`src/rtl/fetch_pair_queue_if.sv`:
```
// fetch_pair_queue_if: fetch-side and decode-side signals of the two-wide
// instruction buffer, bundled so the queue and its neighbours share one port.
//
// Handshake semantics: fetch presents a pair on in_valid_a/in_valid_b. The
// pair is taken at the clock edge only when in_ready is high in that same
// cycle. in_ready depends only on registered occupancy, never on in_valid_*
// or deq_cnt. Fetch must hold its pair while in_ready is low, because
// anything offered then is dropped. On the decode side, out_valid_a and
// out_valid_b qualify the two oldest entries. deq_cnt reports how many of
// them decode consumed this cycle, and it is clamped to the number that are
// valid.
interface fetch_pair_queue_if #(
  parameter int DEPTH = 8,
  parameter int CW    = $clog2(DEPTH) + 1
);
  logic          flush;
  logic          in_valid_a;
  logic [31:0]   in_instr_a;
  logic [31:0]   in_pc_a;
  logic          in_valid_b;
  logic [31:0]   in_instr_b;
  logic [31:0]   in_pc_b;
  logic          in_ready;
  logic          out_valid_a;
  logic [31:0]   out_instr_a;
  logic [31:0]   out_pc_a;
  logic          out_valid_b;
  logic [31:0]   out_instr_b;
  logic [31:0]   out_pc_b;
  logic [1:0]    deq_cnt;
  logic [CW-1:0] count;
  logic          pair_blocked;

  modport master (
    output flush, in_valid_a, in_instr_a, in_pc_a,
           in_valid_b, in_instr_b, in_pc_b, deq_cnt,
    input  in_ready, out_valid_a, out_instr_a, out_pc_a,
           out_valid_b, out_instr_b, out_pc_b, count, pair_blocked
  );

  modport slave (
    input  flush, in_valid_a, in_instr_a, in_pc_a,
           in_valid_b, in_instr_b, in_pc_b, deq_cnt,
    output in_ready, out_valid_a, out_instr_a, out_pc_a,
           out_valid_b, out_instr_b, out_pc_b, count, pair_blocked
  );
endinterface

```
`src/rtl/fetch_pair_queue.sv`:
```
// fetch_pair_queue: two-wide circular instruction buffer between dual fetch
// and decode/issue. Up to two entries are enqueued per cycle, and the oldest
// two are presented to decode, which reports how many it consumed.
// Optional feature macro FETCH_PAIR_CHECK_EN enables an intra-pair RAW check.
// When the check fires, the head+1 entry is withheld so that it issues in a
// later cycle.
module fetch_pair_queue #(
  parameter int DEPTH = 8,
  parameter int CW    = $clog2(DEPTH) + 1
) (
  input logic               clk,
  input logic               reset,
  fetch_pair_queue_if.slave bus
);
  localparam int AW = $clog2(DEPTH);

  logic [31:0]   r_instr [DEPTH];
  logic [31:0]   r_pc    [DEPTH];
  logic [AW-1:0] r_head;
  logic [AW-1:0] r_tail;
  logic [CW-1:0] r_count;

  logic [AW-1:0] w_head_p1;
  logic [AW-1:0] w_tail_p1;
  logic          w_ready;
  logic          w_enq_a;
  logic          w_enq_b;
  logic [1:0]    w_enq_n;
  logic          w_avail_a;
  logic          w_avail_b;
  logic          w_hazard;
  logic [1:0]    w_deq_req;
  logic [1:0]    w_avail_n;
  logic [1:0]    w_deq_eff;

  assign w_head_p1 = r_head + AW'(1);
  assign w_tail_p1 = r_tail + AW'(1);

  // A full pair is always assumed, so one free slot is not enough.
  assign w_ready = (r_count <= CW'(DEPTH - 2));

  // in_valid_b without in_valid_a is ignored; flush discards incoming entries.
  assign w_enq_a = !bus.flush && w_ready && bus.in_valid_a;
  assign w_enq_b = w_enq_a && bus.in_valid_b;
  assign w_enq_n = {1'b0, w_enq_a} + {1'b0, w_enq_b};

`ifdef FETCH_PAIR_CHECK_EN
  logic [31:0] w_ia;
  logic [31:0] w_ib;
  logic [5:0]  w_op_a;
  logic [4:0]  w_dest_a;

  assign w_ia   = r_instr[r_head];
  assign w_ib   = r_instr[w_head_p1];
  assign w_op_a = w_ia[31:26];

  // Destination register written by the head instruction (0 = none).
  always_comb begin
    w_dest_a = 5'd0;
    if (w_op_a == 6'h00)
      w_dest_a = w_ia[15:11];
    else if ((w_op_a >= 6'h08 && w_op_a <= 6'h0F) ||
             (w_op_a >= 6'h20 && w_op_a <= 6'h2B))
      w_dest_a = w_ia[20:16];
  end

  assign w_hazard = (w_dest_a != 5'd0) &&
                    ((w_dest_a == w_ib[25:21]) || (w_dest_a == w_ib[20:16]));
`else
  assign w_hazard = 1'b0;
`endif

  assign w_avail_a = (r_count >= CW'(1));
  assign w_avail_b = (r_count >= CW'(2)) && !w_hazard;

  // deq_cnt = 3 behaves as 2. The result is then clamped to the valid outputs.
  assign w_deq_req = (bus.deq_cnt == 2'd3) ? 2'd2 : bus.deq_cnt;
  assign w_avail_n = {1'b0, w_avail_a} + {1'b0, w_avail_b};
  assign w_deq_eff = (w_deq_req < w_avail_n) ? w_deq_req : w_avail_n;

  assign bus.in_ready     = w_ready;
  assign bus.count        = r_count;
  assign bus.out_valid_a  = w_avail_a;
  assign bus.out_instr_a  = r_instr[r_head];
  assign bus.out_pc_a     = r_pc[r_head];
  assign bus.out_valid_b  = w_avail_b;
  assign bus.out_instr_b  = r_instr[w_head_p1];
  assign bus.out_pc_b     = r_pc[w_head_p1];
  assign bus.pair_blocked = (r_count >= CW'(2)) && w_hazard;

  // Storage write: A at tail, B at tail+1. Contents need no reset.
  always_ff @(posedge clk) begin
    if (w_enq_a) begin
      r_instr[r_tail] <= bus.in_instr_a;
      r_pc[r_tail]    <= bus.in_pc_a;
    end
    if (w_enq_b) begin
      r_instr[w_tail_p1] <= bus.in_instr_b;
      r_pc[w_tail_p1]    <= bus.in_pc_b;
    end
  end

  // Pointer and occupancy update. Flush overrides both enqueue and dequeue.
  always_ff @(posedge clk or posedge reset) begin
    if (reset) begin
      r_head  <= '0;
      r_tail  <= '0;
      r_count <= '0;
    end else if (bus.flush) begin
      r_head  <= '0;
      r_tail  <= '0;
      r_count <= '0;
    end else begin
      r_head  <= r_head + AW'(w_deq_eff);
      r_tail  <= r_tail + AW'(w_enq_n);
      r_count <= r_count + CW'(w_enq_n) - CW'(w_deq_eff);
    end
  end
endmodule

```
`src/flat_wrapper.sv`:
```
// flat-port wrapper written by rule: the top's interface ports become plain ports
module fetch_pair_queue_flat 
#(
  parameter int DEPTH = 8,
  parameter int CW    = $clog2(DEPTH) + 1
)
  (clk, reset, bus_flush, bus_in_valid_a, bus_in_instr_a, bus_in_pc_a, bus_in_valid_b, bus_in_instr_b, bus_in_pc_b, bus_deq_cnt, bus_in_ready, bus_out_valid_a, bus_out_instr_a, bus_out_pc_a, bus_out_valid_b, bus_out_instr_b, bus_out_pc_b, bus_count, bus_pair_blocked);
  fetch_pair_queue_if #(.DEPTH(DEPTH), .CW(CW)) bus_i ();
  input logic clk;
  input logic reset;
  input wire logic [$bits(bus_i.flush)-1:0] bus_flush;
  input wire logic [$bits(bus_i.in_valid_a)-1:0] bus_in_valid_a;
  input wire logic [$bits(bus_i.in_instr_a)-1:0] bus_in_instr_a;
  input wire logic [$bits(bus_i.in_pc_a)-1:0] bus_in_pc_a;
  input wire logic [$bits(bus_i.in_valid_b)-1:0] bus_in_valid_b;
  input wire logic [$bits(bus_i.in_instr_b)-1:0] bus_in_instr_b;
  input wire logic [$bits(bus_i.in_pc_b)-1:0] bus_in_pc_b;
  input wire logic [$bits(bus_i.deq_cnt)-1:0] bus_deq_cnt;
  output wire logic [$bits(bus_i.in_ready)-1:0] bus_in_ready;
  output wire logic [$bits(bus_i.out_valid_a)-1:0] bus_out_valid_a;
  output wire logic [$bits(bus_i.out_instr_a)-1:0] bus_out_instr_a;
  output wire logic [$bits(bus_i.out_pc_a)-1:0] bus_out_pc_a;
  output wire logic [$bits(bus_i.out_valid_b)-1:0] bus_out_valid_b;
  output wire logic [$bits(bus_i.out_instr_b)-1:0] bus_out_instr_b;
  output wire logic [$bits(bus_i.out_pc_b)-1:0] bus_out_pc_b;
  output wire logic [$bits(bus_i.count)-1:0] bus_count;
  output wire logic [$bits(bus_i.pair_blocked)-1:0] bus_pair_blocked;
  assign bus_i.flush = bus_flush;
  assign bus_i.in_valid_a = bus_in_valid_a;
  assign bus_i.in_instr_a = bus_in_instr_a;
  assign bus_i.in_pc_a = bus_in_pc_a;
  assign bus_i.in_valid_b = bus_in_valid_b;
  assign bus_i.in_instr_b = bus_in_instr_b;
  assign bus_i.in_pc_b = bus_in_pc_b;
  assign bus_i.deq_cnt = bus_deq_cnt;
  assign bus_in_ready = bus_i.in_ready;
  assign bus_out_valid_a = bus_i.out_valid_a;
  assign bus_out_instr_a = bus_i.out_instr_a;
  assign bus_out_pc_a = bus_i.out_pc_a;
  assign bus_out_valid_b = bus_i.out_valid_b;
  assign bus_out_instr_b = bus_i.out_instr_b;
  assign bus_out_pc_b = bus_i.out_pc_b;
  assign bus_count = bus_i.count;
  assign bus_pair_blocked = bus_i.pair_blocked;
  fetch_pair_queue #(.DEPTH(DEPTH), .CW(CW)) u_core (.clk(clk), .reset(reset), .bus(bus_i));
endmodule
```
`config.mk`:
```
export PLATFORM = sky130hd
export DESIGN_NAME = fetch_pair_queue_flat
export DESIGN_NICKNAME = d
export VERILOG_FILES = /design/src/rtl/fetch_pair_queue_if.sv /design/src/rtl/fetch_pair_queue.sv /design/src/flat_wrapper.sv
export SDC_FILE = /design/constraint.sdc
export NUM_CORES = 1
export LEC_CHECK = 0
export ABC_CLOCK_PERIOD_IN_PS = 7830
export CAP_MARGIN = 20
export CELL_PAD_IN_SITES_DETAIL_PLACEMENT = 0
export CELL_PAD_IN_SITES_GLOBAL_PLACEMENT = 2
export CORE_MARGIN = 4
export CORE_UTILIZATION = 45
export CTS_BUF_LIST = sky130_fd_sc_hd__clkbuf_8
export DETAILED_ROUTE_END_ITERATION = 10
export PLACE_DENSITY = 0.87
export SYNTH_ARGS = -nofsm -noshare
export SYNTH_HDL_FRONTEND = slang
export SYNTH_SLANG_ARGS = --single-unit
```
`constraint.sdc`:
```
create_clock -name clk -period 7.83 [get_ports clk]
set_input_delay 1.1745 -clock clk [delete_from_list [all_inputs] [get_ports clk]]
set_output_delay 1.1745 -clock clk [all_outputs]
set_load 0.02 [all_outputs]
```
==> impl_results.md, run 1 <==
* Met2 layer usage reported by global route at between 40% and 50%
* Ratio of cells with drive above 1 in the final layout at just over 50%
* Overall die height at between 200 and 300 µm
* Ys Warns at 0
* Relative slew slack at between 20% and 30%
* Post-synthesis instance area at about 31000 µm²
* CTS tree: yes
* Via count of the first global-routing pass at 19000
* Post-route total power at roughly 11 mW
* Number of standard cells after synthesis at 1648
* Via count of the routed design at around 18000
* Total Nets Final at 2071
* Initial drt markers at between 1500 and 2000
* Setup clock skew after layout at approximately 30 ps
* GRT overflow at 0
* Element type at the critical path end: output pin
* Power per cell area at between 300 and 400 nW/µm²
* Yosys reg bits at 522
* Horizontal die dimension at between 200 and 300 µm
* Overall routing resource usage at a little under a quarter
* Buffer depth of the longest clock path at 3
* Worst hold slack after final layout at 786 ps
* Worst voltage drop across the vdd grid at around 0.28 mV
* Core area at 67300 µm²
* Static Leak at about 12 nW
* Insertion delay to the later sink of the worst-skew pair at approximately 680 ps
* Multi-input combinational cell area at ~14000 µm²
* DRT antenna net count at 0
* Die Footprint at 72300 µm²
* Placed wire-length estimate at slightly below 50000 µm
* Storage cell area at roughly 16000 µm²
* Most used routing layer in global routing: met2
* Area growth from synthesis to layout at 16.3%
* Post-route minimum period at ~5700 ps
* Setup crit start kind: register
* Met3 track demand over resource at 5.20%
* Worst min-delay path category: reg2reg
* Total clock buffers created by CTS at 90
* Clock edge transition at the registers on the reported setup and hold paths at 70 ps
* IO Port Bufs at 269
* Met1 global-route usage at between 30% and 40%
* DP Worst Slack at ~2800 ps
* Instance area at placement at ~34000 µm²
* Filler Cells Inserted at 5386
* Average via count per standard cell at between 6 and 7
* Unrepaired setup endpoints after global routing: no
* Post-Synthesis Net Count at 1800
* Count of hold-fix buffers inserted at cts at 0
* Fin area at around 36000 µm²
* Synth Area per Inst at about 19 µm²
* Depth of the CTS H-tree at 3
* Maximum capacitance violations at 0
* Measured slew at the worst slew-check pin at ~1100 ps
* Highest clock rate at 0.177 GHz
* Maximum fanout along the worst path at 57
* Final Hold Vio Count at 0
* Initial antenna violation count at 17
* Total iterations of the first detailed-routing run at 5
* WS Path Type: reg2out
* Setup violators final at 0
* Crit path required time at 6660 ps
* Maximum number of pins on one net before global-route repair at about 140
* Initial cell density of the core at 45.5%
* Drt drc at 0
* Aggregate routed wire length at 85100 µm
* Number of max-slew violations in the final report at 0
* Post-cts sizing count at 0
* Final WS setup at 2180 ps
* Postcts setup bufs at 0
* Aggregate negative setup slack at 0 ps
* CTS Sinks at roughly 520
* Number of distinct library cell variants in the gate-level netlist after synthesis at 40
* Top-Level Pins at between 200 and 300
* Routed wire length per instance at approximately 30 µm
* CP arrival at approximately 4500 ps
* Site Rows at 95
* Final period utilization at about 72%
* Global-route wire length before repair at between 100000 and 150000 µm
* Root buf cell: clkbuf_8
* Seq/Total Area, Yosys at between 50 and 60%
* Result of the run: complete, no violations
* Routability Congestion at around 0.8
Yosys cell counts:
| cell type | number | area [µm²] |
|---|---|---|
| nor2_1 | 15 | 56.3 |
| buf_2 | 39 | 195 |
| and3_1 | 1 | 6.26 |
| or3_1 | 3 | 18.8 |
| buf_6 | 44 | 495 |
| fa_1 | 4 | 80.1 |
| nand4_4 | 4 | 85.1 |
| clkbuf_1 | 26 | 97.6 |
| nor4_4 | 2 | 42.5 |
| ha_1 | 13 | 163 |
| dfrtp_1 | 10 | 250 |
| nor2b_1 | 6 | 37.5 |
| edfxtp_1 | 512 | 15400 |
| nor3_4 | 1 | 16.3 |
| a21oi_1 | 4 | 20.0 |
| nand2_2 | 1 | 6.26 |
| xnor2_1 | 2 | 17.5 |
| mux4_2 | 256 | 5770 |
| o22a_1 | 1 | 8.76 |
| mux2_1 | 49 | 552 |
| buf_1 | 12 | 45.0 |
| a21o_1 | 1 | 7.51 |
| nor4_1 | 1 | 6.26 |
| nand4_1 | 2 | 12.5 |
| inv_1 | 17 | 63.8 |
| nand2_1 | 3 | 11.3 |
| mux2_4 | 80 | 1200 |
| o31a_1 | 1 | 8.76 |
| xor2_1 | 3 | 26.3 |
| nand3_1 | 6 | 30.0 |
| xor2_2 | 1 | 16.3 |
| nand3_2 | 1 | 10.0 |
| a21bo_2 | 1 | 10.0 |
| xnor2_2 | 1 | 16.3 |
| nor3_1 | 1 | 5.00 |
| and2_1 | 1 | 6.26 |
| a31oi_1 | 2 | 12.5 |
| mux2_2 | 513 | 5780 |
| buf_4 | 7 | 52.6 |
| conb_1 | 1 | 3.75 |
registers in the layout (all words and copies together), names as in the netlist:
register and flops:
u_core.r_tail 3, u_core.bus.count 4, u_core.r_pc 256, u_core.r_head 3, u_core.r_instr 256
stage by stage:
stage,cells,utilization [%]
floorplan,1648,-
CTS,2863,52.9
detailed placement,2699,50.4
global route,2868,52.9
finish,2872,52.9
global placement,2699,50.4
metal layers:
layer  part of all wire, %  vias up
li1                      -     7479
met1                    40     9483
met2                    51      680
met3                   7.7      114
met4                   1.7       20
met5                  0.16        -
power by group:
| group | total, mW | switching (mW) | internal (mW) |
|---|---|---|---|
| sequential | 3.33 | 0.136 | 3.19 |
| clock | 2.32 | 1.16 | 1.16 |
| combinational | 5.15 | 2.49 | 2.66 |
| total | 10.8 | 3.78 | 7.02 |
worst paths after layout:
check	end	depth (start not counted)	slack [ps]	startpoint
max in group asynchronous	u_core.r_head[2]	2	6660	reset
max reg2reg	u_core.r_instr[5][4]	6	4040	u_core.r_tail[0]
min reg2reg	u_core.bus.count[3]	4	790	u_core.bus.count[3]
min	u_core.bus.count[3]	4	790	u_core.bus.count[3]
max	bus_out_pc_a[23]	5	2180	u_core.r_head[0]
min in group asynchronous	u_core.bus.count[2]	2	800	reset
area by class of cell:
class / instances / share of cell area [%]
inverters: 17 / 0.179
multi-input cells: 981 / 39.7
clock buffers: 92 / 3.56
well taps: 873 / 3.07
flip-flops and latches: 522 / 43.9
repair buffers: 307 / 8.49
clock inverters: 72 / 1.03
diodes: 8 / 0.0562
cells in the final DEF, fill, tap and decap left out, types with 7 or more instances in the layout:
cell / synthesis / final
nor2_1: 15 / 10
dfrtp_1: 10 / 7
clkdlybuf4s50_1: 0 / 269
clkinv_1: 0 / 30
mux2_4: 80 / 80
buf_4: 7 / 35
mux4_2: 256 / 256
clkinv_2: 0 / 15
ha_1: 13 / 12
inv_1: 17 / 38
clkbuf_8: 0 / 92
diode_2: 0 / 8
mux2_2: 513 / 513
edfxtp_1: 512 / 512
mux2_1: 49 / 49
critical path, stage by stage, from the launching register on:
cell	delay (ps)
dfrtp_4	610
buf_4	810
buf_4	790
mux4_2	600
mux2_2	320
clkdlybuf4s50_1	550
logic make-up after synthesis:
| kind of cell | synth area share, % |
|---|---|
| simple gates | 1.14 |
| mux | 43.4 |
| compound gates | 0.221 |
| fa+ha+maj | 0.793 |
| flops | 51.0 |
| buf+inv | 3.10 |
| xor+xnor | 0.249 |
| other cells | 0.0123 |
(Power assumes the default switching activity.)
==> run 2, diff against run 1 <==
--- a/config.mk
+++ b/config.mk
@@ -5,15 +5,15 @@
 export SDC_FILE = /design/constraint.sdc
 export NUM_CORES = 1
 export LEC_CHECK = 0
-export ABC_CLOCK_PERIOD_IN_PS = 7830
+export ABC_CLOCK_PERIOD_IN_PS = 4820
 export CAP_MARGIN = 20
 export CELL_PAD_IN_SITES_DETAIL_PLACEMENT = 0
 export CELL_PAD_IN_SITES_GLOBAL_PLACEMENT = 2
 export CORE_MARGIN = 4
-export CORE_UTILIZATION = 45
+export CORE_UTILIZATION = 41
 export CTS_BUF_LIST = sky130_fd_sc_hd__clkbuf_8
 export DETAILED_ROUTE_END_ITERATION = 10
-export PLACE_DENSITY = 0.87
+export PLACE_DENSITY = 0.84
 export SYNTH_ARGS = -nofsm -noshare
 export SYNTH_HDL_FRONTEND = slang
 export SYNTH_SLANG_ARGS = --single-unit
==> constraint.sdc (replaced) <==
create_clock -name clk -period 4.82 [get_ports clk]
set_input_delay 0.723 -clock clk [delete_from_list [all_inputs] [get_ports clk]]
set_output_delay 0.723 -clock clk [all_outputs]
set_load 0.02 [all_outputs]
==> impl_results.md, run 2 (synthesis results as in run 1) <==
* Root buf cell: clkbuf_8
* Library cell contributing the largest single delay on the critical path: mux4_2
* Overall routing resource usage at 21.8% (-1.7 points)
* Worst R2R End: u_core.r_instr[5][26]
* Core area at 73500 µm² (+9.2%)
* Setup clock skew after layout at 38.7 ps (+8.19 ps)
* IO Port Bufs at 269 (unchanged)
* Site Rows at 99 (+4.2%)
* DRT antenna net count at 0 (unchanged)
* Placed wire-length estimate at 50800 µm (+3.4%)
* Aggregate routed wire length at 86800 µm (+2.0%)
* Number of max-slew violations in the final report at 0 (unchanged)
* Setup violators final at 0 (unchanged)
* Switching power at 6.15 mW (+63%)
* Reg2Reg Launch Point: u_core.r_tail[0]
* Crit path required time at 4100 ps (-2560 ps)
* Highest clock rate at 0.233 GHz
* Number of cell instances on the worst register-to-register path at 6 (unchanged)
* Maximum number of pins on one net before global-route repair at 108 (-21%)
* Post-route minimum period at roughly 4300 ps
* WS Path Type: reg2out
* Count of hold-fix buffers inserted at cts at 0 (unchanged)
* Buffer depth of the longest clock path at 3 (unchanged)
* Average via count per standard cell at 5.96 (-3.7%)
* GRT overflow at 0 (unchanged)
* Area growth from synthesis to layout at 18.2%
* Post-cts sizing count at 0 (unchanged)
* Static Leak at 11.9 nW (+2.0%)
* Power per cell area at 489 nW/µm² (+61%)
* Insertion delay to the later sink of the worst-skew pair at 720 ps (+40 ps)
* Proportion of total power due to net switching at 34.8% (-0.23 points)
* Result of the run: complete, no violations
* Routed wire length per instance at 29.1 µm (-1.7%)
* DP Worst Slack at 976 ps (-1840 ps)
* Total Nets Final at 2093 (+1.1%)
* Combined buffer and inverter count along the critical path at 2 (-1)
* Total iterations of the first detailed-routing run at 5 (unchanged)
* CTS Sinks at 522 (unchanged)
* Post-route total power at 17.7 mW (+64%)
* Fin area at 36200 µm² (+1.6%)
* Final Hold Vio Count at 0 (unchanged)
* Via count of the first global-routing pass at 19300 (+1.4%)
* Drt drc at 0 (unchanged)
* Most common cell after layout, fill and taps aside: mux2_2
* Instance area at placement at 34500 µm² (+1.6%)
* CP arrival at 3570 ps (-910 ps)
* Routability Congestion at 0.750 (-3.4%)
* Initial drt markers at 1410 (-18%)
* Storage cell area at 15600 µm² (unchanged)
* Maximum fanout along the worst path at 36 (-37%)
* Measured slew at the worst slew-check pin at 993 ps (-86.2 ps)
* Die Footprint at 79100 µm² (+9.5%)
* Depth of the CTS H-tree at 3 (unchanged)
* Slowest stage delay, CP at 560 ps (-250 ps)
* Initial cell density of the core at 41.7% (-3.8 points)
* Maximum capacitance violations at 0 (unchanged)
* Ratio of cells with drive above 1 in the final layout at 51.8% (+0.23 points)
* Overall die height at 281 µm (+4.6%)
* Worst min-delay path category: in2async
* Unrepaired setup endpoints after global routing: no
* Element type at the critical path end: output pin
* Filler Cells Inserted at 6083 (+13%)
* Initial antenna violation count at 12 (-5)
* Multi-input combinational cell area at 14100 µm² (unchanged)
* Setup crit start kind: register
* Final period utilization at just under 90%
* Global-route wire length before repair at 127000 µm (+1.3%)
* Total clock buffers created by CTS at 95 (+5.6%)
* Cells along the critical path: ha_4, buf_12, mux4_2, mux2_2, clkdlybuf4s50_1
* Clock edge transition at the registers on the reported setup and hold paths at 60 ps (about the same)
* Top-Level Pins at 271 (unchanged)
* Slack of the worst reg-to-reg path at 1590 ps (-2450 ps)
* Leading cell types in the layout, fill and taps excluded: 513 x mux2_2, 512 x edfxtp_1, 269 x clkdlybuf4s50_1
* Power share of the clock group at 21.6% (about the same)
* Worst voltage drop across the vdd grid at 0.395 mV (+40%)
* Horizontal die dimension at 281 µm (+4.6%)
* Via count of the routed design at 17800 (-0.045%)
* CTS tree: yes
* Flop pwr share at 30.0% (-0.8 points)
* Postcts setup bufs at 0 (unchanged)
* Gate family responsible for the most delay along the worst path: buffers and inverters
* Cell internal power dissipation at 11.5 mW (+64%)
* Final WS setup at 526 ps (-1650 ps)
* Relative slew slack at 33.8% (+5.9 points)
* Share of power burned in combinational logic at 48.4% (+0.7 points)
run 2: area by class of cell:
| type | count | area share, % |
|---|---|---|
| Sequential cell | 522 | 43.2 |
| Multi-Input combinational cell | 981 | 39.1 |
| Timing Repair Buffer | 324 | 9.48 |
| Clock buffer | 97 | 3.69 |
| Tap cell | 959 | 3.32 |
| Clock inverter | 74 | 0.961 |
| Inverter | 17 | 0.176 |
| Antenna cell | 8 | 0.0553 |
run 2: worst max path at each step:
stage	endpoint	slack [ps]	depth (start not counted)	startpoint
5_1_grt	bus_out_instr_b[16]	350	6	u_core.r_head[0]
4_1_cts	bus_out_pc_b[12]	410	5	u_core.r_head[0]
6_report	bus_out_pc_b[12]	530	5	u_core.r_head[0]
2_1_floorplan	u_core.r_instr[5][0]	-120	5	u_core.r_tail[0]
3_3_place_gp	u_core.bus.count[3]	1030	11	bus_flush
3_5_place_dp	u_core.r_instr[2][27]	980	7	bus_flush
run 2: power by group through the flow:
stage	logic (mW)	registers [mW]	clock network [mW]
final	8.56	5.30	3.83
after detailed placement	8.67	5.39	0
after floorplan	5.46	5.35	0
after global placement	8.64	5.38	0
after CTS	8.72	5.30	3.92
after global routing	9.09	5.31	4.13
run 2: through the flow:
step | setup TNS, ps | std cells | util [%] | hold WS, ps
6_report | 0 | 2982 | 49.3 | 359
5_1_grt | 0 | 2979 | 49.2 | 337
4_1_cts | 0 | 2974 | 49.2 | 298
3_5_place_dp | 0 | 2803 | 46.9 | 797
3_3_place_gp | 0 | 2803 | 46.9 | 815
2_1_floorplan | -15060 | 1648 | - | 563
run 2: worst reg2reg max path: cells and delay by family, from the launching register on:
family | cells | cell delay (ps)
xor+xnor | 1 | 130
simple gates | 2 | 920
buf+inv | 1 | 490
flops | 1 | 740
mux | 1 | 360
fa+ha+maj | 1 | 360
run 2: layer usage:
| metal | wire [µm] | up-vias | global-route usage, % |
|---|---|---|---|
| met1 | 35200 | 9562 | 27.7 |
| li1 | - | 7529 | - |
| met5 | 34 | - | 0 |
| met4 | 2050 | 6 | 5.69 |
| met2 | 44900 | 534 | 38.4 |
| met3 | 4670 | 137 | 4.28 |
